### src/rtl/chad_stack.sv
// chad_stack: circular data/return stack holding everything below T, with depth tracking.
// Define CHAD_STACK_GUARD_EN to build the sticky ovf/unf flags and the err strobe.
module chad_stack #(
  parameter int WIDTH = 18,
  parameter int DEPTH = 20
) (
  input  logic                     clk,
  input  logic                     resetq,
  input  logic                     hold,
  input  logic                     we,
  input  logic [WIDTH-1:0]         wd,
  input  logic [1:0]               delta,
  output logic [WIDTH-1:0]         rd0,
  output logic [WIDTH-1:0]         rd1,
  output logic [$clog2(DEPTH):0]   depth,
  output logic                     empty,
  output logic                     full,
  input  logic                     clr,
  output logic                     ovf,
  output logic                     unf,
  output logic                     err
);
  localparam int PW = $clog2(DEPTH);
  localparam logic [PW-1:0] SP_TOP = PW'(DEPTH - 1);
  localparam logic [PW-1:0] SP_ONE = PW'(1);
  localparam logic [PW-1:0] SP_TWO = PW'(2);
  localparam logic [PW-1:0] SP_WRAP2 = PW'(DEPTH - 2);
  localparam logic [PW:0] D_MAX = (PW+1)'(DEPTH);
  localparam logic [PW:0] D_ONE = (PW+1)'(1);
  localparam logic [PW:0] D_TWO = (PW+1)'(2);
  logic [WIDTH-1:0] mem [DEPTH];
  logic [PW-1:0] sp_q, sp_d, sp_next, sp_inc, sp_dec, sp_dec2;
  logic [PW:0] depth_q, depth_d, depth_next;
  logic push, pop1, pop2, over, under;
  always_comb begin
    push = delta == 2'b01;
    pop1 = delta == 2'b11;
    pop2 = delta == 2'b10;
    sp_inc = sp_q == SP_TOP ? '0 : sp_q + SP_ONE;
    sp_dec = sp_q == '0 ? SP_TOP : sp_q - SP_ONE;
    sp_dec2 = sp_q < SP_TWO ? sp_q + SP_WRAP2 : sp_q - SP_TWO;
    sp_next = push ? sp_inc : pop1 ? sp_dec : pop2 ? sp_dec2 : sp_q;
    over = push && full;
    under = (pop1 && depth_q == '0) || (pop2 && depth_q < D_TWO);
    depth_next = push ? (over ? D_MAX : depth_q + D_ONE)
               : pop1 ? (under ? '0 : depth_q - D_ONE)
               : pop2 ? (under ? '0 : depth_q - D_TWO)
               : depth_q;
    sp_d = hold ? sp_q : sp_next;
    depth_d = hold ? depth_q : depth_next;
  end
  always_ff @(posedge clk or negedge resetq)
    if (!resetq) begin
      sp_q <= '0;
      depth_q <= '0;
    end else begin
      sp_q <= sp_d;
      depth_q <= depth_d;
    end
  // Storage is deliberately unreset; only the pointer and depth define validity.
  always_ff @(posedge clk)
    if (!hold && we) mem[sp_next] <= wd;
  assign rd0 = mem[sp_q];
  assign rd1 = mem[sp_dec];
  assign depth = depth_q;
  assign empty = depth_q == '0;
  assign full = depth_q == D_MAX;
`ifdef CHAD_STACK_GUARD_EN
  logic ovf_q, ovf_d, unf_q, unf_d, err_q, err_d;
  always_comb begin
    ovf_d = (ovf_q && !clr) || (!hold && over);
    unf_d = (unf_q && !clr) || (!hold && under);
    err_d = !hold && (over || under);
  end
  always_ff @(posedge clk or negedge resetq)
    if (!resetq) begin
      ovf_q <= 1'b0;
      unf_q <= 1'b0;
      err_q <= 1'b0;
    end else begin
      ovf_q <= ovf_d;
      unf_q <= unf_d;
      err_q <= err_d;
    end
  assign ovf = ovf_q;
  assign unf = unf_q;
  assign err = err_q;
`else
  logic unused_guard;
  assign unused_guard = clr;
  assign ovf = 1'b0;
  assign unf = 1'b0;
  assign err = 1'b0;
`endif
endmodule

### config.mk
export PLATFORM = sky130hd
export DESIGN_NAME = chad_stack
export DESIGN_NICKNAME = d
export VERILOG_FILES = /design/src/rtl/chad_stack.sv
export SDC_FILE = /design/constraint.sdc
export NUM_CORES = 1
export LEC_CHECK = 0
export ABC_AREA = 1
export CAP_MARGIN = 20
export CELL_PAD_IN_SITES_DETAIL_PLACEMENT = 1
export CELL_PAD_IN_SITES_GLOBAL_PLACEMENT = 2
export CORE_AREA = 4 4 372 227
export DETAILED_ROUTE_END_ITERATION = 12
export DIE_AREA = 0 0 376 231
export GPL_TIMING_DRIVEN = 1
export PLACE_DENSITY = 0.55
export SETUP_SLACK_MARGIN = 0.3
export SYNTH_ARGS = -nofsm -noshare
export SYNTH_HDL_FRONTEND = slang
export SYNTH_SLANG_ARGS = --single-unit
### constraint.sdc
create_clock -name clk -period 4.9 [get_ports clk]
set_clock_uncertainty 0.05 [all_clocks]
set_input_delay 0.49 -clock clk [delete_from_list [all_inputs] [get_ports clk]]
set_output_delay 0.49 -clock clk [all_outputs]
set_load 0.005 [all_outputs]
* After elaboration in Yosys (flattened, before gate mapping)
Memory sizes are Yosys's and may differ from the RTL's.
Index checks and enable logic that the tools add are counted.
** Cells by class
- Muxes and demuxes :: 14
- $add $sub $neg :: 7
- Reduce and logical (&&, ||, !) cells :: 10
- Order comparisons :: 2
- Bitwise logic cells :: 1
- Equal/unequal tests :: 5
** Operators by type and width (count)
- 6-bit two-way mux :: 6
- 5-bit two-way mux :: 6
- 6-bit by 1-bit adder with 6-bit output, second input constant :: 1
- 6-bit by 5-bit == test with 1-bit output, second input constant :: 1
- 6-bit zero test :: 1
- 6-bit by 2-bit less-than comparator with 1-bit output, second input constant :: 1
- 6-bit by 1-bit subtractor with 6-bit output, second input constant :: 1
- 6-bit by 2-bit subtractor with 6-bit output, second input constant :: 1
- 5-bit by 1-bit adder with 5-bit output, second input constant :: 1
- 5-bit adder, second input constant :: 1
- 5-bit == test, second input constant :: 1
- 5-bit zero test :: 1
- 5-bit by 2-bit less-than comparator with 1-bit output, second input constant :: 1
- 5-bit by 1-bit subtractor with 5-bit output, second input constant :: 1
- 5-bit by 2-bit subtractor with 5-bit output, second input constant :: 1
- 2-bit == test, second input constant :: 2
- 1-bit logical AND :: 4
- 3-bit nonzero test :: 1
- 2-bit by 1-bit == test with 1-bit output, second input constant :: 1
- 1-bit two-way mux :: 2
- 2-bit AND reduction :: 1
- 1-bit zero test :: 1
- 1-bit logical OR :: 1
- 1-bit inverter :: 1
** Word-level totals
- Output and inout port bits :: 47
- Input port bits :: 25
- Memories :: 1
- Register bits after elaboration :: 11
- Bits in writable memories :: 360
** Memory list
- mem :: depth 20, bits a word 18, rd ports 2, clocked after Yosys merged registers in 0, wr ports 1, RTL line 31 : logic [WIDTH-1:0] mem [DEPTH];

* Depth between registers and ports, before layout
- Depth in word-level cells :: 7
- Depth in mapped cells :: 19
- Mapped depth without buffers :: 13

* Worst setup path before layout
Ideal clock, no wire load.
- Path kind :: register to register
- Start :: register sp_q[1]
- End :: memory mem[15][0] (enable)
- Arrival time :: 3.059 ns
- Period minus slack after synthesis :: 3.501 ns
- Setup slack :: 1.399 ns
- Cell stages (with the launch flop) :: 14
- Library setup time :: 0.393 ns
- Path buffers :: 4
- Cells stage by stage :: dfrtp_1 -> inv_1 -> buf_2 -> buf_2 -> clkbuf_1 -> ha_1 -> buf_2 -> nand2_1 -> o21ai_1 -> xor2_1 -> inv_1 -> nor2_1 -> nand2_2 -> nor2_1
** On the way
- Word-level cells in the longest chain between the ends :: 5
** Ends and longest elaborated chain
- start: declaration :: RTL line 32 : logic [PW-1:0] sp_q, sp_d, sp_next, sp_inc, sp_dec, sp_dec2;
- start signal: assignment :: RTL line 57 : sp_q <= sp_d;
- 5-bit by 2-bit subtractor with 5-bit output, or another cell as far along :: RTL line 41 : sp_dec2 = sp_q < SP_TWO ? sp_q + SP_WRAP2 : sp_q - SP_TWO;
- 5-bit two-way mux :: RTL line 41
- 5-bit two-way mux (2 in series) :: RTL line 42 : sp_next = push ? sp_inc : pop1 ? sp_dec : pop2 ? sp_dec2 : sp_q;
- 5-bit two-way mux * :: RTL line 42
- end: declaration :: RTL line 31
Every way passes the cells marked *; elsewhere a longest branch is shown, timed or not.

* Final worst setup path
- Start :: register sp_q[0]
- End :: output rd1[15]
** On the way
- Word-level cells in the longest chain between the ends :: 3
** Ends and longest elaborated chain
- 5-bit by 1-bit subtractor with 5-bit output / 5-bit zero test (equally long branches) :: RTL line 40 : sp_dec = sp_q == '0 ? SP_TOP : sp_q - SP_ONE;
- 5-bit two-way mux * :: RTL line 40
- memory 20 x 18 bit *
- end: declaration :: RTL line 14 : output logic [WIDTH-1:0] rd1,
Marked as above.

==> reports/qor.csv <==
stage;metric;value;unit
grt;gr ovfl total;0;
placement;DP Area;22100;um2
routing;via-per-instance ratio;4.96;
worst_setup_path;CP endpoint kind;output port;
finish;P&R area growth vs syn;16.4;%
clocking;TritonCTS clock tree;built;
worst_setup_path;end of the worst register-to-register path;mem[7][16];
worst_setup_path;CP cell instances;inv_6 -> ha_4 -> inv_1 -> nor2_8 -> nand2_8 -> buf_4 -> buf_6 -> nand3b_1 -> nand3_1 -> nand3_1 -> nand3_1 -> nand2_1 -> nand2_1 -> nand2_1 -> clkdlybuf4s50_1;
finish;Design Area, Final;23500;um2
worst_setup_path;slowest stage cell on the critical path;buf_4;
logic_synthesis;Post-Syn Area per Cell;8.90;um2
die;core area;81000;um2
logic_synthesis;Post-synth EDFFs;360;
worst_setup_path;Worst Setup SP;sp_q[0];
clocking;maximum clock insertion buffer count;3;
routing;final WL;85800;um
power;static leakage;0.00906;uW
sta;unrepaired setup endpoints after global routing;yes;
worst_setup_path;worst endpoint data arrival time;3860;ps
min_path;Worst Hold Class;in -> async;
finish;Multi-input gate area;7300;um2
worst_setup_path;worst setup path end;rd1[15];
sta;total negative slack;0;ps
clocking;hold_buf cts;0;
sta;Max-slew headroom;29.0;%
clocking;Worst-Skew Late Latency;570;ps
worst_setup_path;crit path launch type;register;
sta;fin crit period;4400;ps
placement;Inst Count DP;3313;
finish;register area;11100;um2
routing;drt wl/cell;25.3;um
run_status;status;finished, final reports clean;
logic_synthesis;top cells by area, synth;edfxtp_1, nand3_1, nand2_1, o21ai_0, inv_1;
routing;drt initial violations;1150;
finish;Layout fillers;9335;
grt;gr usage total;19.4;%
sta;Fin. Hold Viols;0;
worst_setup_path;cell family with most CP delay;buffers and inverters;
worst_setup_path;CP Buf/Inv Count;5;
worst_setup_path;maximum fanout along the worst path;44;
worst_setup_path;CP Depth;15;
logic_synthesis;Seq/Total Area, Yosys;55.0;%
logic_synthesis;post-synthesis register bit count;371;
logic_synthesis;top cell type by total area after synthesis;edfxtp_1;
placement;I/O Buffers;67;
grt;largest net degree at the start of global routing;184;
logic_synthesis;Synth Warn #;0;
die;Initial Util;24.9;%
routing;drt first pass iters;5;
worst_setup_path;Critical Path Max Stage Delay;500;ps
sta;Final setup viols;0;
logic_synthesis;top cell type's share of synthesized area;53.6;%
die;Die W;376;um
sta;Slew @ Worst Pin;1060;ps
routing;Via Count;16800;
grt;initial antenna violation count;2;
finish;post-route non-filler standard cell count;3393;
worst_setup_path;worst r2r src;sp_q[0];
die;Die H;231;um
placement;minimum setup slack after placement;849;ps
sta;pins over their slew limit;0;
worst_setup_path;flop2flop setup slack;1040;ps
clocking;Root Buffer;clkbuf_16;
grt;first-pass GRT wire length;123000;um
logic_synthesis;Synth cell types;39;
clocking;number of CTS-inserted buffers;43;
power;pwr/cell area;579;nW/um2
finish;commonest non-fill, non-tap cells in the layout;nand2_1, nand3_1, edfxtp_1, inv_1, o21ai_0;
sta;fin crit share;89.7;%
sta;max frequency;227;MHz
logic_synthesis;Post-synth top flop;edfxtp_1;
worst_setup_path;r2r worst-path depth;13;
die;die area;86900;um2
logic_synthesis;Syn Std Cell Area;20200;um2
die;row count;81;
routing;drc violations;0;
sta;worst setup margin;502;ps
worst_setup_path;critical path class;reg -> out;
flow_run;Max Cap Viol;0;
clocking;Clock transition at path regs;60;ps
power;largest vdd supply drop;282;uV
placement;dpl hpwl;51800;um
logic_synthesis;Syn Inst Count;2265;
worst_setup_path;critical path required time;4360;ps
finish;commonest non-fill, non-tap cell in the layout;nand2_1;
placement;GPL Wtd Cong;0.754;
clocking;clock sink count;371;
finish;layout cell share with drive strength beyond 1;8.04;%
finish;NumNets Final;2316;
clocking;H-tree depth;2;
die;Boundary Pins;72;
routing;Antenna Nets Post-Route;0;
grt;vias in the first global route;17200;
logic_synthesis;post-synthesis async set-or-reset flop share;2.96;%
cell usage after synthesis (5+ instances only):
| cell type | instances |
|---|---|
| nor3_1 | 12 |
| a31oi_1 | 11 |
| nor2_2 | 5 |
| dfrtp_1 | 11 |
| clkbuf_1 | 39 |
| nand3b_1 | 47 |
| o21ai_0 | 211 |
| buf_2 | 71 |
| buf_6 | 16 |
| nor3_2 | 10 |
| edfxtp_1 | 360 |
| nand3_1 | 387 |
| ha_1 | 11 |
| buf_1 | 21 |
| o22ai_1 | 38 |
| nand4_1 | 14 |
| a21oi_1 | 128 |
| inv_2 | 10 |
| o211ai_1 | 19 |
| nand2_1 | 405 |
| nand2_2 | 7 |
| inv_1 | 263 |
| nor2_1 | 124 |
| buf_4 | 16 |
kinds of logic after synthesis:
logic type,after synthesis,synth area share [%]
AO/OA/AOI/OAI,411,10.8
adder cells (fa/ha/maj),11,0.683
buffers and inverters,440,9.55
other,1,0.0186
flip-flops,371,55.0
XOR/XNOR,7,0.341
AND/OR/NAND/NOR,1024,23.7
worst min-delay path by stage:
stage                       start  cells after the start        to  slack, ps
after detailed placement  sp_q[2]                      2   sp_q[2]        580
after floorplan            resetq                      0  depth[0]        140
after global placement    sp_q[2]                      2   sp_q[2]        580
after CTS                  resetq                      1   sp_q[1]        220
final                      resetq                      1  depth[3]        240
after global routing       resetq                      1  depth[3]        260
power breakdown:
group / switching, uW / total (uW) / internal, uW
clock network: 1430 / 3230 / 1810
logic: 4650 / 6660 / 2010
registers: 87.5 / 3700 / 3610
total: 6160 / 13600 / 7430
flip-flops by register name, indices dropped and copies added (netlist names):
register	cells
mem	360
depth	6
sp_q	5
metal layers:
| metal | track usage [%] | part of all wire [%] | vias up |
|---|---|---|---|
| met2 | 29.8 | 43 | 333 |
| met3 | 2.98 | 4.4 | 109 |
| met5 | 0 | 0 | - |
| met4 | 4.45 | 2.4 | 0 |
| li1 | - | - | 7801 |
| met1 | 28.7 | 50 | 8595 |
layout make-up:
type / instances / area share (%)
antenna: 1 / 0.0107
clock buffer: 53 / 4.83
clock inverter: 25 / 0.885
inverter: 277 / 4.54
multi-input combinational: 1457 / 31.1
sequential: 371 / 47.3
tap: 1079 / 5.75
timing repair buffer: 130 / 5.61
per-stage QoR:
| step | hold WS (ps) | total power, uW | utilization (%) |
|---|---|---|---|
| after global placement | 577 | 10400 | 27.3 |
| after detailed placement | 579 | 10500 | 27.3 |
| final | 237 | 13600 | 29.0 |
| after CTS | 225 | 13800 | 29.0 |
| after global routing | 263 | 14400 | 29.0 |
| after floorplan | 144 | 7180 | - |
worst register-to-register path, stage by stage, from the launching register on:
cell and delay [ps]:
dfrtp_4 470, inv_6 60, ha_4 150, inv_1 130, nor2_8 50, nand2_8 120
buf_4 510, nand3_2 440, nand2_1 160, nand3_1 100, nand2_2 100, nand4_1 360
nor2_4 360, buf_4 420
repair_timing:
item / in CTS / in global routing
pin swaps: 0 / 1
hold endpoints to repair: 0 / 0
setup endpoints to repair: 13 / 14
resized for setup: 3 / 5
cloned: 0 / 1
buffers inserted: 0 / 0
Power figures use the tool's default switching activity.
